==> config.mk <==
export PLATFORM = sky130hd
export DESIGN_NAME = md_seq
export DESIGN_NICKNAME = d
export VERILOG_FILES = /design/src/rtl/md_seq_pkg.sv /design/src/rtl/md_datapath.sv /design/src/rtl/md_seq.sv
export SDC_FILE = /design/constraint.sdc
export NUM_CORES = 1
export LEC_CHECK = 0
export CORE_ASPECT_RATIO = 0.6
export CORE_UTILIZATION = 25
export DETAILED_ROUTE_END_ITERATION = 7
export PLACE_DENSITY = 0.49
export SKIP_CTS_REPAIR_TIMING = 1
export SLEW_MARGIN = 25
export SYNTH_ARGS = -nofsm -noshare
export SYNTH_HDL_FRONTEND = slang
export SYNTH_HIERARCHICAL = 1
export SYNTH_SLANG_ARGS = --single-unit
==> constraint.sdc <==
create_clock -name clk -period 5.1 [get_ports clk]
set_input_delay 1.02 -clock clk [delete_from_list [all_inputs] [get_ports clk]]
set_output_delay 1.02 -clock clk [all_outputs]
set_load 0.02 [all_outputs]
==> src/rtl/md_seq_pkg.sv <==
// Shared definitions for the multiply/divide sequencer.
//   - MD_WIDTH : default operand width (HI/LO are each this wide)
//   - op_t     : MULT/MULTU/DIV/DIVU encodings as presented on the op port
//   - state_t  : sequencer states
package md_seq_pkg;

    localparam int unsigned MD_WIDTH = 32;

    typedef enum logic [1:0] {
        OP_MULT  = 2'b00,
        OP_MULTU = 2'b01,
        OP_DIV   = 2'b10,
        OP_DIVU  = 2'b11
    } op_t;

    typedef enum logic [1:0] {
        ST_IDLE,
        ST_CALC,
        ST_FIX,
        ST_DONE
    } state_t;

    function automatic logic op_is_div(input op_t o);
        return (o == OP_DIV) || (o == OP_DIVU);
    endfunction

    function automatic logic op_is_signed(input op_t o);
        return (o == OP_MULT) || (o == OP_DIV);
    endfunction

endpackage

==> src/rtl/md_datapath.sv <==
// Arithmetic datapath for md_seq: operand magnitudes, the 2*WIDTH
// accumulator, one shift-add / restoring-divide iteration per step,
// and the final sign correction.
// Ports:
//   clk, rst_n      clock, asynchronous active-low reset
//   load            capture op/a/b (start accepted)
//   step            perform one iteration
//   op, a, b        operation and raw operands
//   div_by_zero     combinational: op/b presented now is a divide by zero
//   res_hi, res_lo  sign-corrected result, valid in FIX
module md_datapath
    import md_seq_pkg::*;
#(
    parameter int unsigned WIDTH = MD_WIDTH
) (
    input  logic             clk,
    input  logic             rst_n,
    input  logic             load,
    input  logic             step,
    input  logic [1:0]       op,
    input  logic [WIDTH-1:0] a,
    input  logic [WIDTH-1:0] b,
    output logic             div_by_zero,
    output logic [WIDTH-1:0] res_hi,
    output logic [WIDTH-1:0] res_lo
);

    op_t                 op_in;
    logic                sgn_op;
    logic [WIDTH-1:0]    mag_a;
    logic [WIDTH-1:0]    mag_b;

    // Mult: {upper accumulator, multiplier}. Div: {remainder, quotient}.
    logic [2*WIDTH-1:0]  acc;
    logic [WIDTH-1:0]    opnd;      // multiplicand or divisor magnitude
    logic                is_div_q;
    logic                neg_lo_q;  // negate product / quotient
    logic                neg_hi_q;  // negate remainder
    logic                dz_q;

    logic [2*WIDTH-1:0]  acc_nx;
    logic [WIDTH:0]      sum;
    logic [WIDTH:0]      rem_sh;
    logic                ge;
    logic [WIDTH-1:0]    diff;

    logic [2*WIDTH-1:0]  prod;
    logic [WIDTH-1:0]    quot;
    logic [WIDTH-1:0]    rem;

    always_comb begin
        op_in       = op_t'(op);
        sgn_op      = op_is_signed(op_in);
        mag_a       = (sgn_op && a[WIDTH-1]) ? (-a) : a;
        mag_b       = (sgn_op && b[WIDTH-1]) ? (-b) : b;
        div_by_zero = op_is_div(op_in) && (b == '0);
    end

    // One iteration. The divide compare is done on WIDTH+1 bits; when it
    // succeeds the true difference is below the divisor, so a WIDTH-bit
    // subtract yields it exactly.
    always_comb begin
        sum    = {1'b0, acc[2*WIDTH-1:WIDTH]} + (acc[0] ? {1'b0, opnd} : '0);
        rem_sh = {acc[2*WIDTH-1:WIDTH], acc[WIDTH-1]};
        ge     = (rem_sh >= {1'b0, opnd});
        diff   = rem_sh[WIDTH-1:0] - opnd;
        if (!is_div_q) begin
            acc_nx = {sum, acc[WIDTH-1:1]};
        end else if (ge) begin
            acc_nx = {diff, acc[WIDTH-2:0], 1'b1};
        end else begin
            acc_nx = {rem_sh[WIDTH-1:0], acc[WIDTH-2:0], 1'b0};
        end
    end

    always_ff @(posedge clk or negedge rst_n) begin
        if (!rst_n) begin
            acc      <= '0;
            opnd     <= '0;
            is_div_q <= 1'b0;
            neg_lo_q <= 1'b0;
            neg_hi_q <= 1'b0;
            dz_q     <= 1'b0;
        end else if (load) begin
            is_div_q <= op_is_div(op_in);
            dz_q     <= div_by_zero;
            if (div_by_zero) begin
                // Raw dividend is parked in the remainder half for HI.
                acc      <= {a, {WIDTH{1'b0}}};
                neg_lo_q <= 1'b0;
                neg_hi_q <= 1'b0;
            end else if (op_is_div(op_in)) begin
                acc      <= {{WIDTH{1'b0}}, mag_a};
                opnd     <= mag_b;
                neg_lo_q <= sgn_op && (a[WIDTH-1] ^ b[WIDTH-1]);
                neg_hi_q <= sgn_op && a[WIDTH-1];
            end else begin
                acc      <= {{WIDTH{1'b0}}, mag_b};
                opnd     <= mag_a;
                neg_lo_q <= sgn_op && (a[WIDTH-1] ^ b[WIDTH-1]);
                neg_hi_q <= 1'b0;
            end
        end else if (step) begin
            acc <= acc_nx;
        end
    end

    always_comb begin
        prod = neg_lo_q ? (-acc) : acc;
        quot = neg_lo_q ? (-acc[WIDTH-1:0]) : acc[WIDTH-1:0];
        rem  = neg_hi_q ? (-acc[2*WIDTH-1:WIDTH]) : acc[2*WIDTH-1:WIDTH];
        if (dz_q) begin
            res_hi = acc[2*WIDTH-1:WIDTH];
            res_lo = '1;
        end else if (is_div_q) begin
            res_hi = rem;
            res_lo = quot;
        end else begin
            res_hi = prod[2*WIDTH-1:WIDTH];
            res_lo = prod[WIDTH-1:0];
        end
    end

endmodule

==> src/rtl/md_seq.sv <==
// Multi-cycle MULT/MULTU/DIV/DIVU sequencer owning the HI/LO registers.
// Ports:
//   clk, rst_n   clock, asynchronous active-low reset
//   start, op    one-cycle request and operation (accepted when not busy)
//   a, b         rs/rt operands; a is also the MTHI/MTLO data
//   mthi, mtlo   write a into HI/LO (ignored while busy)
//   busy         operation in flight (CALC and FIX)
//   done         one-cycle pulse after HI/LO were written by an operation
//   hi, lo       HI/LO registers
module md_seq
    import md_seq_pkg::*;
#(
    parameter int unsigned WIDTH = MD_WIDTH,
    parameter int unsigned CNT_W = 5
) (
    input  logic             clk,
    input  logic             rst_n,
    input  logic             start,
    input  logic [1:0]       op,
    input  logic [WIDTH-1:0] a,
    input  logic [WIDTH-1:0] b,
    input  logic             mthi,
    input  logic             mtlo,
    output logic             busy,
    output logic             done,
    output logic [WIDTH-1:0] hi,
    output logic [WIDTH-1:0] lo
);

    state_t            state;
    state_t            state_nx;
    logic [CNT_W-1:0]  cnt;
    logic              load;
    logic              step;
    logic              res_wr;
    logic              div_by_zero;
    logic [WIDTH-1:0]  res_hi;
    logic [WIDTH-1:0]  res_lo;

    md_datapath #(
        .WIDTH (WIDTH)
    ) u_datapath (
        .clk         (clk),
        .rst_n       (rst_n),
        .load        (load),
        .step        (step),
        .op          (op),
        .a           (a),
        .b           (b),
        .div_by_zero (div_by_zero),
        .res_hi      (res_hi),
        .res_lo      (res_lo)
    );

    always_ff @(posedge clk or negedge rst_n) begin
        if (!rst_n) begin
            state <= ST_IDLE;
        end else begin
            state <= state_nx;
        end
    end

    // DONE accepts a new start just like IDLE, since busy is already low.
    always_comb begin
        state_nx = state;
        unique case (state)
            ST_IDLE, ST_DONE: begin
                if (start) begin
                    state_nx = div_by_zero ? ST_FIX : ST_CALC;
                end else begin
                    state_nx = ST_IDLE;
                end
            end
            ST_CALC: begin
                if (cnt == CNT_W'(WIDTH - 1)) begin
                    state_nx = ST_FIX;
                end
            end
            ST_FIX:  state_nx = ST_DONE;
            default: state_nx = ST_IDLE;
        endcase
    end

    always_comb begin
        busy   = (state == ST_CALC) || (state == ST_FIX);
        done   = (state == ST_DONE);
        load   = start && ((state == ST_IDLE) || (state == ST_DONE));
        step   = (state == ST_CALC);
        res_wr = (state == ST_FIX);
    end

    always_ff @(posedge clk or negedge rst_n) begin
        if (!rst_n) begin
            cnt <= '0;
        end else if (load) begin
            cnt <= '0;
        end else if (step) begin
            cnt <= cnt + 1'b1;
        end
    end

    always_ff @(posedge clk or negedge rst_n) begin
        if (!rst_n) begin
            hi <= '0;
            lo <= '0;
        end else if (res_wr) begin
            hi <= res_hi;
            lo <= res_lo;
        end else if (!busy) begin
            if (mthi) begin
                hi <= a;
            end
            if (mtlo) begin
                lo <= a;
            end
        end
    end

endmodule
Yosys cells after proc, flatten, opt, wreduce, memory -nomap -nowiden
Index checks and enable logic that the tools add are counted.

$add $sub $neg: 8. Order comparisons: 1. Equality and inequality tests: 8. Muxes and demuxes: 32. Bitwise logic cells: 2. Reductions and logical operators: 19.

Operators by type and width (number): 32-bit two-way mux (17); 64-bit two-way mux (6); 32-bit negation (4); 64-bit negation (1); 32-bit by 33-bit adder with 33-bit output (1); 33-bit by 32-bit >= comparator with 1-bit output (1); 32-bit logical NOT (1); 32-bit subtractor (1); 5-bit two-way mux (2); 2-bit equality test, second input constant (4); 2-bit two-way mux (3); 2-bit one-hot mux with 3 select lines (1); 2-bit AND reduction (3); 2-bit nonzero test (3); 5-bit by 1-bit adder with 5-bit output, second input constant (1); 5-bit equality test, second input constant (1); 1-bit logical AND (5); 2-bit logical NOT (2); 1-bit logical OR (4); 2-bit by 1-bit inequality test with 1-bit output, second input constant (2); 1-bit two-way mux (3); 2-bit by 1-bit equality test with 1-bit output, second input constant (1); 2-bit OR reduction (1); 1-bit inverter (1); 1-bit bitwise XOR (1).

Register bits after elaboration: 171. Input bits: 71. Logic and storage cells: 80.

Logic depth before layout (Yosys ltp)
Depth after elaboration: 7. Depth in mapped cells: 14. Depth with buffers taken out: 13.

Hierarchy
The synthesis kept the hierarchy.

Modules (own cells, without submodules): md_datapath (times used 1, cells an instance 1785, area each 12821.0 um2, seq. area each 2502.4 um2); md_seq (times used 1, cells an instance 251, area each 3928.8 um2, seq. area each 1776.7 um2).

Least setup slack after synthesis
Ideal clock, no wire load.

Kind: register to register. Start: register u_datapath.acc[33]. End: register hi[22]. Library setup time: 0.125 ns. Data arrival time: 3.155 ns. Path slack: 1.820 ns. Cell stages (with the launch flop): 15. Period minus slack after synthesis: 3.280 ns. Cells stage by stage: dfrtp_1 > clkbuf_1 > inv_1 > ha_1 > or3b_1 > or3_1 > nor3_1 > nand2_1 > or3_1 > a21oi_1 > a21oi_1 > o21ai_1 > xnor2_1 > mux2_1 > mux2_4.

Cells in the longest elaborated chain, start to end: 5.

RTL lines: start: declaration (line md_datapath.sv:34) `logic [2*WIDTH-1:0] acc;`; start signal: assignment (line md_datapath.sv:89) `acc <= {a, {WIDTH{1'b0}}};`; start signal: assignment (line md_datapath.sv:93) `acc <= {{WIDTH{1'b0}}, mag_a};`; start signal: assignment (line md_datapath.sv:98) `acc <= {{WIDTH{1'b0}}, mag_b};`; 64-bit negation or 32-bit negation (tied branches) (line md_datapath.sv:109, md_datapath.sv:111); 64-bit two-way mux or 32-bit two-way mux (tied branches) (line md_datapath.sv:109, md_datapath.sv:111); 32-bit two-way mux * (line md_datapath.sv:115) `end else if (is_div_q) begin`; 32-bit two-way mux * (line md_datapath.sv:112) `if (dz_q) begin`; via res_hi[22] (line md_seq.sv:37) `logic [WIDTH-1:0] res_hi;`; 32-bit two-way mux * (line md_seq.sv:106) `end else if (res_wr) begin`; end signal: assignment (line md_seq.sv:107) `hi <= res_hi;`; end: declaration (line md_seq.sv:26) `output logic [WIDTH-1:0] hi,`.

Mark *: on every way through the listed nets, which the timed path passes. The rest lies on a longest branch. A chain may end at the register's enable or synchronous reset.

Worst setup path after layout
Start: register u_datapath.acc[32]. End: register u_datapath.acc[63].

Cells in the longest elaborated chain, start to end: 5.

RTL lines: 32-bit subtractor or 33-bit by 32-bit >= comparator with 1-bit output (tied branches) (line md_datapath.sv:66, md_datapath.sv:65); 64-bit two-way mux (line md_datapath.sv:69) `end else if (ge) begin`; 64-bit two-way mux * (line md_datapath.sv:67) `if (!is_div_q) begin`; 64-bit two-way mux * (line md_datapath.sv:103) `end else if (step) begin`; 64-bit two-way mux * (line md_datapath.sv:84) `end else if (load) begin`.

Mark *: on every way between the ends. The rest lies on a longest branch, timed or not. The select of a mux whose other input is x is not followed.

==> impl_metrics.env <==
export IMPL_outcome="finished, final reports clean"
export IMPL_setup_tns_ps=0
export IMPL_grt_pass1_wl_um=107800
export IMPL_synth_edf_count=0
export IMPL_ys_top_cells_by_count="nand2_1, nor2_1, o21ai_0"
export IMPL_syn_area_per_cell_um2=8.227
export IMPL_vdd_drop_max_uv=247.9
export IMPL_area_growth_pct=18.14
export IMPL_drt_first_pass_iters=5
export IMPL_hpwl_um=59120
export IMPL_remaining_drc_errors=0
export IMPL_cts_tree="yes"
export IMPL_period_share_pct=84.27
export IMPL_powerDensity_nw_per_um2=787.5
export IMPL_finalMaxSlewViolations=0
export IMPL_post_drt_via_cell_ratio=5.382
export IMPL_critPathCaptureType="flop"
export IMPL_worstMarginPinSlew_ps=975.5
export IMPL_synth_top_area_share_pct=25.55
export IMPL_setup_violations_final=0
export IMPL_syn_area_um2=16750
export IMPL_synthTopCellsByArea="dfrtp_1, ha_1, mux2_4"
export IMPL_finClkSkew_ps=13.19
export IMPL_cts_buffer_depth=2
export IMPL_cts_sinks=171
export IMPL_die_w_um=336.2
export IMPL_fin_nets=2291
export IMPL_synthArstFlopShare_pct=100.0
export IMPL_fmax_mhz=232.7
export IMPL_cts_made_buffers=17
export IMPL_wl_um=74760
export IMPL_routed_via_count=16450
export IMPL_fill_cells=7075
export IMPL_ioPinCount=137
export IMPL_grt_max_degree=61
export IMPL_wl_per_cell_um=24.46
export IMPL_drive_gt1_share_pct=11.92
export IMPL_synth_seq_area_share_pct=25.55
export IMPL_synth_cells=2036
export IMPL_worstPathMaxFanout=9
export IMPL_drtAntennaViolNets=0
export IMPL_cp_data_arrival_time_ps=4630
export IMPL_grt_pass1_vias=15130
export IMPL_ys_ff_latch=171
export IMPL_synth_nets=2184
export IMPL_yosysMostFrequentCell="nand2_1"
export IMPL_groute_usage_overall_pct=21.58
export IMPL_start_kind="flop"
export IMPL_dp_slack_ps=740.8
export IMPL_crit_type="flop to flop"
export IMPL_cts_root_buf="clkbuf_16"
export IMPL_io_buffers=136
export IMPL_finalPower_w=0.01558
export IMPL_finalCriticalPeriod_ps=4298
export IMPL_ys_flop_type="dfrtp_1"
export IMPL_hp_class="flop to flop"
export IMPL_clock_latency_ps=460
export IMPL_clk_pin_slew_ps=70
export IMPL_core_region_area_um2=66220
export IMPL_hold_viol=0
export IMPL_rsz0062_at_grt="false"
export IMPL_grt_overflow=0
export IMPL_num_rows=73
export IMPL_cts_htree_levels=4
export IMPL_setup_ws_ps=802.4
export IMPL_required_ps=5430
export IMPL_die_area_um2=68070
export IMPL_gp_congestion=0.9847
export IMPL_first_iter_violations=2081
export IMPL_yosys_area_top_type="dfrtp_1"
export IMPL_synth_cell_types=86
export IMPL_hold_ws_ps=484.3
export IMPL_start_util_pct=25.29
export IMPL_cap_violations=0
export IMPL_antenna_found_initial=5
export IMPL_power_leakage_nw=8.427
export IMPL_slew_headroom_pct=34.97
export IMPL_ys_warn_count=6
export IMPL_die_y_um=202.5
## layer usage
layer / vias up / wire length, um / track usage [%]
li1: 7534 / - / -
met1: 8037 / 38130 / 35.26
met2: 817 / 27000 / 26.47
met3: 63 / 8642 / 6.533
met4: 2 / 982 / 3.800
met5: - / 13 / 0
## report_power, final
group | internal, W | leakage, nW | switching, W
combinational | 0.00459 | 6.05 | 0.00664
sequential | 0.00203 | 2.09 | 0.000894
clock | 0.000744 | 0.291 | 0.000677
total | 0.00737 | 8.43 | 0.00821
## worst max-delay path: stages, from the launching register on
cell and delay (ps):
dfrtp_1 610, ha_1 360, fa_1 410, a21oi_1 280, o21ai_0 180, a41o_1 350
a31oi_1 460, o21ai_0 350, a211oi_1 640, o21ai_0 250, o311ai_0 160, o21ai_0 130
## layout by cell type, fill, tap and decap left out, types with 15 or more instances in the layout
cell type | synthesis | final
nand2b_1 | 17 | 17
nor4_1 | 15 | 15
nor3_1 | 35 | 35
mux2_1 | 54 | 54
a21o_1 | 36 | 36
o21ai_1 | 18 | 18
xor2_1 | 86 | 86
nand2_1 | 217 | 217
nor2_1 | 177 | 177
a31oi_1 | 34 | 34
ha_1 | 75 | 75
nand3_1 | 45 | 45
a21oi_1 | 165 | 165
clkdlybuf4s50_1 | 0 | 134
o22ai_1 | 24 | 24
o21ai_0 | 173 | 173
clkbuf_16 | 0 | 17
dfrtp_1 | 171 | 170
or3_1 | 20 | 20
mux2i_1 | 58 | 58
xnor2_1 | 79 | 79
and3_1 | 20 | 20
mux2_2 | 47 | 47
o31ai_1 | 27 | 27
buf_4 | 1 | 78
inv_1 | 63 | 62
mux2_4 | 61 | 61
## logic make-up (layout without fill, tap and decap cells)
logic type / count (synthesis) / count (layout) / synth area share (%)
AOI/OAI and AO/OA: 578 / 578 / 20.83
xor gates and xnor gates: 165 / 165 / 8.628
adders and majority gates: 77 / 77 / 5.841
buffers and inverters: 193 / 313 / 5.528
DFF: 171 / 171 / 25.55
muxes: 220 / 220 / 15.72
other: 0 / 1 / 0
and+or+nand+nor: 632 / 632 / 17.91
## per-stage QoR
step | area (um2) | instances | util [%]
2_1_floorplan | 16750 | 2036 | -
3_3_place_gp | 19180 | 3024 | 28.97
3_5_place_dp | 19180 | 3024 | 28.97
4_1_cts | 19790 | 3056 | 29.88
5_1_grt | 19790 | 3056 | 29.88
6_report | 19790 | 3057 | 29.88
## registers in the layout (all words and copies together) (netlist names)
register,cells
u_datapath/acc,64
cnt,5
u_datapath/opnd,32
hi,32
lo,32
u_datapath/dz_q,1
u_datapath/is_div_q,1
u_datapath/neg_hi_q,1
state,2
u_datapath/neg_lo_q,1
## final cells by class
type	count	area, um2	share of cell area [%]
tap	900	1126	5.691
clock buffer	18	429.2	2.169
clock inverter	14	173.9	0.8789
multi-input combinational	1672	11550	58.35
inverter	65	244.0	1.233
timing repair buffer	216	1983	10.02
sequential	171	4283	21.64
antenna	1	2.502	0.01265
## worst paths after layout
kind	from	endpoint	slack, ps	cells after the start
hold / removal	u_datapath/opnd[8]	u_datapath/opnd[8]	480	2
setup reg to reg	u_datapath/acc[32]	u_datapath/acc[63]	800	11
setup / recovery	u_datapath/acc[32]	u_datapath/acc[63]	800	11
hold reg to reg	u_datapath/opnd[8]	u_datapath/opnd[8]	480	2
max in group asynchronous	rst_n	u_datapath/acc[43]	3510	2
min in group asynchronous	rst_n	hi[11]	520	1
Note: power is estimated with default switching activity, not from simulation.
